`src/rtl/mul_sequencer.sv`:
```
// rtl/mul_sequencer.sv - sequences one signed multiply job through an external Booth multiplier
// Handshakes an operand pair in, drives clear/start, waits with a timeout, and holds the product until taken.
module mul_sequencer #(
    parameter int TIMEOUT = 256,
    parameter int W       = 64
) (
    input  logic           clk,
    input  logic           reset_n,
    input  logic           in_valid,
    output logic           in_ready,
    input  logic [W-1:0]   in_a,
    input  logic [W-1:0]   in_b,
    output logic           out_valid,
    input  logic           out_ready,
    output logic [2*W-1:0] out_product,
    output logic           err_timeout,
    output logic           busy,
    output logic [W-1:0]   mul_multiplier,
    output logic [W-1:0]   mul_multiplicand,
    output logic           mul_op_start,
    output logic           mul_op_clear,
    input  logic           mul_op_done,
    input  logic [2*W-1:0] mul_result
);

    localparam int CW = $clog2(TIMEOUT + 1);

    typedef enum logic [2:0] {
        S_IDLE,
        S_CLEAR,
        S_START,
        S_WAIT,
        S_HOLD
    } state_t;

    state_t           state_q, state_d;
    logic [W-1:0]     a_q, a_d;
    logic [W-1:0]     b_q, b_d;
    logic [2*W-1:0]   prod_q, prod_d;
    logic [CW-1:0]    cnt_q, cnt_d;
    logic             err_q, err_d;

    // reset_n is active-high despite its name
    always_ff @(posedge clk or posedge reset_n) begin
        if (reset_n) begin
            state_q <= S_IDLE;
            a_q     <= '0;
            b_q     <= '0;
            prod_q  <= '0;
            cnt_q   <= '0;
            err_q   <= 1'b0;
        end else begin
            state_q <= state_d;
            a_q     <= a_d;
            b_q     <= b_d;
            prod_q  <= prod_d;
            cnt_q   <= cnt_d;
            err_q   <= err_d;
        end
    end

    always_comb begin
        state_d      = state_q;
        a_d          = a_q;
        b_d          = b_q;
        prod_d       = prod_q;
        cnt_d        = cnt_q;
        err_d        = err_q;
        in_ready     = 1'b0;
        out_valid    = 1'b0;
        mul_op_start = 1'b0;
        mul_op_clear = 1'b0;

        case (state_q)
            S_IDLE: begin
                in_ready = 1'b1;
                if (in_valid) begin
                    a_d     = in_a;
                    b_d     = in_b;
                    err_d   = 1'b0;
                    state_d = S_CLEAR;
                end
            end
            S_CLEAR: begin
                mul_op_clear = 1'b1;
                state_d      = S_START;
            end
            S_START: begin
                mul_op_start = 1'b1;
                cnt_d        = '0;
                state_d      = S_WAIT;
            end
            S_WAIT: begin
                // completion takes priority over a coincident timeout
                if (mul_op_done) begin
                    prod_d  = mul_result;
                    state_d = S_HOLD;
                end else if (cnt_q == CW'(TIMEOUT - 1)) begin
                    err_d        = 1'b1;
                    mul_op_clear = 1'b1;
                    state_d      = S_IDLE;
                end else begin
                    cnt_d = cnt_q + CW'(1);
                end
            end
            S_HOLD: begin
                out_valid = 1'b1;
                if (out_ready) begin
                    state_d = S_IDLE;
                end
            end
            default: state_d = S_IDLE;
        endcase

        // while reset is held the multiplier is kept cleared and no handshakes occur
        if (reset_n) begin
            in_ready     = 1'b0;
            out_valid    = 1'b0;
            mul_op_start = 1'b0;
            mul_op_clear = 1'b1;
        end
    end

    assign busy             = (state_q != S_IDLE);
    assign err_timeout      = err_q;
    assign out_product      = prod_q;
    assign mul_multiplier   = a_q;
    assign mul_multiplicand = b_q;

endmodule

```
`config.mk`:
```
export PLATFORM = sky130hd
export DESIGN_NAME = mul_sequencer
export DESIGN_NICKNAME = d
export VERILOG_FILES = /design/src/rtl/mul_sequencer.sv
export SDC_FILE = /design/constraint.sdc
export NUM_CORES = 1
export LEC_CHECK = 0
export ABC_CLOCK_PERIOD_IN_PS = 11800
export CAP_MARGIN = 10
export CORE_AREA = 2 2 203 205
export DETAILED_ROUTE_END_ITERATION = 7
export DIE_AREA = 0 0 205 207
export RECOVER_POWER = 100
export REMOVE_ABC_BUFFERS = 1
export SETUP_SLACK_MARGIN = 0.5
export SYNTH_ARGS = -nofsm -noshare
export SYNTH_HDL_FRONTEND = slang
export SYNTH_SLANG_ARGS = --single-unit
```
`constraint.sdc`:
```
create_clock -name clk -period 11.8 [get_ports clk]
set_input_delay 2.36 -clock clk [delete_from_list [all_inputs] [get_ports clk]]
set_output_delay 2.36 -clock clk [all_outputs]
set_load 0.03 [all_outputs]
```
==> results of run 1 <==
-- cells in the mapped netlist --
| library cell | number |
|---|---|
| a211oi_1 | 1 |
| a21boi_0 | 3 |
| a31o_2 | 3 |
| a31oi_1 | 1 |
| and3b_1 | 1 |
| buf_12 | 11 |
| buf_2 | 4 |
| buf_4 | 1 |
| buf_6 | 13 |
| clkbuf_1 | 3 |
| dfrtp_1 | 269 |
| ha_1 | 2 |
| inv_1 | 8 |
| mux2_1 | 9 |
| mux2_2 | 147 |
| mux2_4 | 100 |
| mux2i_1 | 3 |
| nand2_1 | 6 |
| nand2b_1 | 2 |
| nand3_1 | 5 |
| nand3b_1 | 1 |
| nand4_1 | 1 |
| nor2_1 | 6 |
| nor2_8 | 1 |
| nor3_1 | 1 |
| nor4_1 | 3 |
| o211ai_1 | 1 |
| o21ai_0 | 4 |
| o31ai_1 | 4 |
| or2_2 | 1 |
| or3_1 | 1 |
| or3_4 | 1 |
| or3b_2 | 1 |
| or4_1 | 3 |
| xnor2_1 | 1 |
-- state kept, by name, indices dropped and copies added, names as in the netlist --
register / count
cnt_q: 9
err_timeout: 1
mul_multiplicand: 64
mul_multiplier: 64
out_product: 128
state_q: 3
-- cell usage in the layout, fill, tap and decap left out, drive strengths merged, types with 3 or more instances in the layout --
master,synthesis,routed
clkdlybuf4s50,0,257
clkbuf,3,52
a21boi,3,3
nand3,5,5
mux2,256,256
buf,29,3
dfrtp,269,269
dlygate4sd3,0,265
inv,8,7
o31ai,4,4
o21ai,4,4
nand2,6,6
nor4,3,3
mux2i,3,3
clkinv,0,5
nor2,7,7
a31o,3,3
or4,3,3
-- per-stage QoR --
step | total power [W] | cells | instance area, µm²
floorplan | 0.00334 | 590 | 10400
global placement | 0.00454 | 1650 | 16400
detailed placement | 0.00456 | 1650 | 16400
CTS | 0.00566 | 1707 | 17500
global route | 0.00549 | 1707 | 17100
finish | 0.00522 | 1707 | 17100
-- worst register-to-register path, delay by kind of cell (launching register included) --
family	cells	cell delay, ns
AND/OR/NAND/NOR	2	2.33
buffers and inverters	1	2.65
multiplexers	1	0.56
flip-flops	1	0.45
-- layout make-up --
type | instances | share of cell area [%]
well taps | 532 | 3.90
repair buffers | 528 | 30.8
flip-flops and latches | 269 | 39.4
clock buffers | 49 | 6.09
multi-input cells | 313 | 19.1
clock inverters | 8 | 0.564
inverters | 8 | 0.183
-- worst max path at each step --
stage,slack (ns),start,endpoint
floorplan,2.03,reset_n,cnt_q[0]
global placement,5.58,mul_op_done,mul_op_clear
detailed placement,5.54,mul_op_done,mul_op_clear
CTS,5.54,mul_op_done,mul_op_clear
global route,3.55,mul_op_done,out_product[65]
finish,3.93,mul_op_done,out_product[119]
-- power by group --
part,switching [W],total (W),leakage [nW],internal [W]
clock,0.000394,0.00105,0.560,0.000654
sequential,0.000224,0.00161,3.21,0.00139
combinational,0.00147,0.00256,3.39,0.00109
total,0.00209,0.00522,7.16,0.00313
-- routing by layer --
layer	up-vias	global-route usage, %
met1	3633	16.9
li1	3267	-
met3	54	4.48
met4	0	5.38
met5	-	0
met2	254	26.1
-- cell families (layout without fill, tap and decap cells) --
group	after synthesis	count (layout)	synth area share, %
simple gates	34	34	1.89
buf+inv	40	593	4.03
compound gates	17	17	1.11
fa+ha+maj	2	2	0.231
xor+xnor	1	1	0.0810
mux	259	259	30.4
flops	269	269	62.3
==> qor.yml, run 1 <==
outcome:
  outcome: "finished, violations left"
  violations: "capacitance limit, slew limit"
placed_design:
  routabilityCongestion: 0.793
  post-place-ws_ns: 5.54
  dp_hpwl_mm: 23.4
  portBuffers: 522
timing:
  rsz0062_at_grt: "no"
  finalHoldViolCount: 0
  layout_setup_ws_ns: 3.93
  fin_crit_sh_pct: 66.7
  setup_violations: 0
  fin_setup_tns_ns: 0
  whs_ns: 0.477
  maxSlewHeadroom_pct: -128
  maxSlewViolCount: 338
  period_minus_slack_ns: 7.87
  max_freq_mhz: 127
  worst_pin_slew_ns: 3.42
  fin_skew_ns: 0.0155
die:
  die-area_um2: 42400
  num_rows: 74
  ios: 523
  coreArea_um2: 40400
  die_x_um: 205
  die_y_um: 207
  start_util_pct: 26.8
layout:
  final_nets: 1417
  fill_cells: 3867
  multi_input_area_um2: 3260
  syn_to_final_growth_pct: 58.0
  finish.utilization_pct: 42.3
  drive_gt1_share_pct: 18.6
  antenna_cells: 0
  seqCellArea_um2: 6730
setup_path:
  crit_family: "buffers and inverters"
  cp.depth: 4
  cp_max_fo: 69
  path_cells: "dlygate4sd3_1 > nand2_1 > clkbuf_1 > mux2_2"
  reg2reg_depth: 4
  path_buf_inv: 2
  r2r-end: "out_product[119]"
  end_kind: "flop"
  worstReg2RegStart: "state_q[1]"
  required_ns: 12.20
  rrSetupSlack_ns: 5.69
  worstSetupPathType: "in2reg"
  critPathArrivalTime_ns: 8.27
  critPathMaxStageDelay_ns: 2.53
  slowest_stage: "clkbuf_1"
  start_kind: "primary input"
power:
  p_leak_nw: 7.16
  powerDensity_nw_per_um2: 305
  ir_worst_vdd_uv: 160
routing:
  ant_nets: 0
  drc: 0
  viasPerCell: 4.22
  route.met3.wl_mm: 2.31
  wl_met1_mm: 12.2
  wl_met2_mm: 16.4
  num_vias: 7208
  top_layer: "met4"
  dr.pass1.iters: 4
  wire_per_inst_um: 18.6
  initialDrtViolationCount: 204
  routed_wl_mm: 31.8
clocking:
  clkTransAtPathRegs_ns: 0.05
  clock_sinks: 269
  cts_resized: 0
  htreeDepth: 2
  hold_buffers: 0
  clk_latency_ns: 0.52
  cts_made_buffers: 34
  cts_buffer_depth: 3
  cts_root_buf: "clkbuf_16"
  postCtsSetupBuffers: 0
  cts_tree: "built"
global_route:
  antenna_found_initial: 2
  grt_pass1_vias: 7829
  overflow: 0
  grt_start_max_net_pins: 72
  grt_pass1_wl_mm: 48.0
  gr-usage-all-layers_pct: 14.8
synth:
  synth_top_area_share_pct: 62.3
  synth-seq-cells: 269
  synth_cell_types: 35
  seq_area_frac_synth_pct: 62.3
  synth.avg_cell_area_um2: 17.4
  syn_inst: 622
  synth_top_area_cell: "dfrtp_1"
  synthTopCellsByArea: "dfrtp_1, mux2_2, mux2_4"
  netlist_area_um2: 10800
  synth_warnings: 0
hold_path:
  hold_class: "reg2reg"
  hold_path_depth: 1
  hold_path_end: "mul_multiplicand[44]"
  min_from: "mul_multiplicand[44]"
flow_run:
  drv_cap: 6
(Power assumes the default switching activity.)
==> run 2, diff against run 1 <==
ABC_CLOCK_PERIOD_IN_PS = 8000   (was 11800)
clock period = 8 ns   (was 11.8 ns; I/O delays follow)
==> qor.yml, run 2 (synthesis results as in run 1) <==
layout:
  final_common_cell: "dfrtp_1"  # unchanged
  fill_cells: 3859  # was 3867
  drive_gt1_share_pct: 17.2  # was 18.6%
  final_nets: 1412  # was 1417
  antenna_cells: 0  # unchanged
  finish.utilization_pct: 42.0  # was 42.3%
  largest_reg_flops: 128  # unchanged
  final_cell_mix: "dfrtp_1, dlygate4sd3_1, clkdlybuf4s50_1"  # unchanged
  syn_to_final_growth_pct: 56.7  # was 58.0%
  stdcell_count: 1701  # was 1707
clocking:
  clkTransAtPathRegs_ns: 0.05  # about the same
  cts_tree: "built"  # unchanged
  htreeDepth: 1  # was 2
  cts_resized: 0  # unchanged
  hold_buffers: 0  # unchanged
  clk_latency_ns: 0.56  # was 0.52 ns
  cts_buffer_depth: 3  # unchanged
  postCtsSetupBuffers: 0  # unchanged
  clock_sinks: 269  # unchanged
  cts_root_buf: "clkbuf_16"  # unchanged
  cts_made_buffers: 31  # was 34
setup_path:
  slowest_stage: "nand2_1"  # was clkbuf_1
  worstReg2RegStart: "state_q[1]"  # unchanged
  start_kind: "primary input"  # unchanged
  cp_max_fo: 72  # was 69
  critPathMaxStageDelay_ns: 1.80  # was 2.53 ns
  crit_family: "buffers and inverters"  # unchanged
  path_buf_inv: 2  # unchanged
  worstSetupPathType: "in2reg"  # unchanged
  path_cells: "dlygate4sd3_1 > nand2_1 > clkbuf_2 > mux2_2"  # was dlygate4sd3_1 > nand2_1 > clkbuf_1 > mux2_2
  startpoint: "mul_op_done"  # unchanged
  required_ns: 8.42  # was 12.20 ns
  end_kind: "flop"  # unchanged
  critPathArrivalTime_ns: 6.07  # was 8.27 ns
global_route:
  overflow: 0  # unchanged
  gr-usage-all-layers_pct: 14.5  # was 14.8%
  grt_pass1_wl_mm: 47.5  # was 48.0 mm
  antenna_found_initial: 0  # was 2
  grt_start_max_net_pins: 135  # was 72
  grt_pass1_vias: 7599  # was 7829
routing:
  routed_wl_mm: 31.2  # was 31.8 mm
  initialDrtViolationCount: 203  # was 204
  dr.pass1.iters: 4  # unchanged
  drc: 0  # unchanged
  ant_nets: 0  # unchanged
  num_vias: 7114  # was 7208
  wire_per_inst_um: 18.4  # was 18.6 µm
  viasPerCell: 4.18  # was 4.22
placed_design:
  dp_hpwl_mm: 23.2  # was 23.4 mm
  dp_cells: 1648  # was 1650
  routabilityCongestion: 0.794  # was 0.793
  portBuffers: 522  # unchanged
power:
  ir_worst_vdd_uv: 239  # was 160 µV
  p_leak_nw: 7.10  # was 7.16 nW
  powerDensity_nw_per_um2: 444  # was 305 nW/µm²
  total_power_w: 0.00753  # was 0.00522 W
timing:
  maxSlewViolCount: 536  # was 338
  setup_violations: 0  # unchanged
  whs_ns: 0.476  # was 0.477 ns
  fin_skew_ns: 0.0108  # was 0.0155 ns
  maxSlewHeadroom_pct: -129  # was -128%
  finalHoldViolCount: 0  # unchanged
  max_freq_mhz: 177
  period_minus_slack_ns: 5.65
  rsz0062_at_grt: "no"  # unchanged
  worst_pin_slew_ns: 3.44  # was 3.42 ns
  fin_crit_sh_pct: 70.7
die:
  num_rows: 74  # unchanged
  start_util_pct: 26.8  # unchanged
  ios: 523  # unchanged
  die-area_um2: 42400  # unchanged
  die_x_um: 205  # unchanged
  die_y_um: 207  # unchanged
  coreArea_um2: 40400  # unchanged
flow_run:
  drv_cap: 6  # unchanged
hold_path:
  hold_class: "reg2reg"  # unchanged
  min_from: "mul_multiplier[7]"  # was mul_multiplicand[44]
outcome:
  outcome: "finished, violations left"  # unchanged
  violations: "capacitance limit, slew limit"  # unchanged
run 2: report_power, final:
group,internal [W],total [W],switching (W),leakage (nW)
Clock,0.000853,0.00140,0.000542,0.491
Sequential,0.00204,0.00237,0.000324,3.21
Combinational,0.00160,0.00377,0.00217,3.40
run 2: layer usage:
metal  vias up  GRT usage (%)  wire length, µm
met1      3576           17.2            12200
met4         0           3.92              632
met5         -              0                0
met2       233           25.7            16200
met3        38           3.81             2160
li1       3267              -                -
run 2: cell type report:
type	count	area [µm²]	share of cell area (%)
sequential	269	6730	39.7
timing repair buffer	526	5250	30.9
multi-input combinational	313	3270	19.3
clock buffer	50	937	5.53
tap	532	666	3.93
clock inverter	3	65.1	0.384
inverter	8	33.8	0.199
run 2: metrics by stage:
stage          TNS, ns  cell area, µm²  worst slack [ns]
6_report             0           16900              2.35
5_1_grt              0           16900              1.69
4_1_cts              0           17400              3.28
3_5_place_dp         0           16400              3.28
3_3_place_gp         0           16400              3.28
2_1_floorplan  -271.78           10400             -1.01
run 2: final timing paths:
path / depth (start not counted) / slack, ns / endpoint
min in group asynchronous: 2 / 2.60 / state_q[0]
hold / removal: 1 / 0.48 / mul_multiplier[7]
setup reg to reg: 4 / 3.31 / out_product[97]
hold reg to reg: 1 / 0.48 / mul_multiplier[7]
setup / recovery: 4 / 2.35 / out_product[97]
max in group asynchronous: 3 / 2.58 / out_product[90]
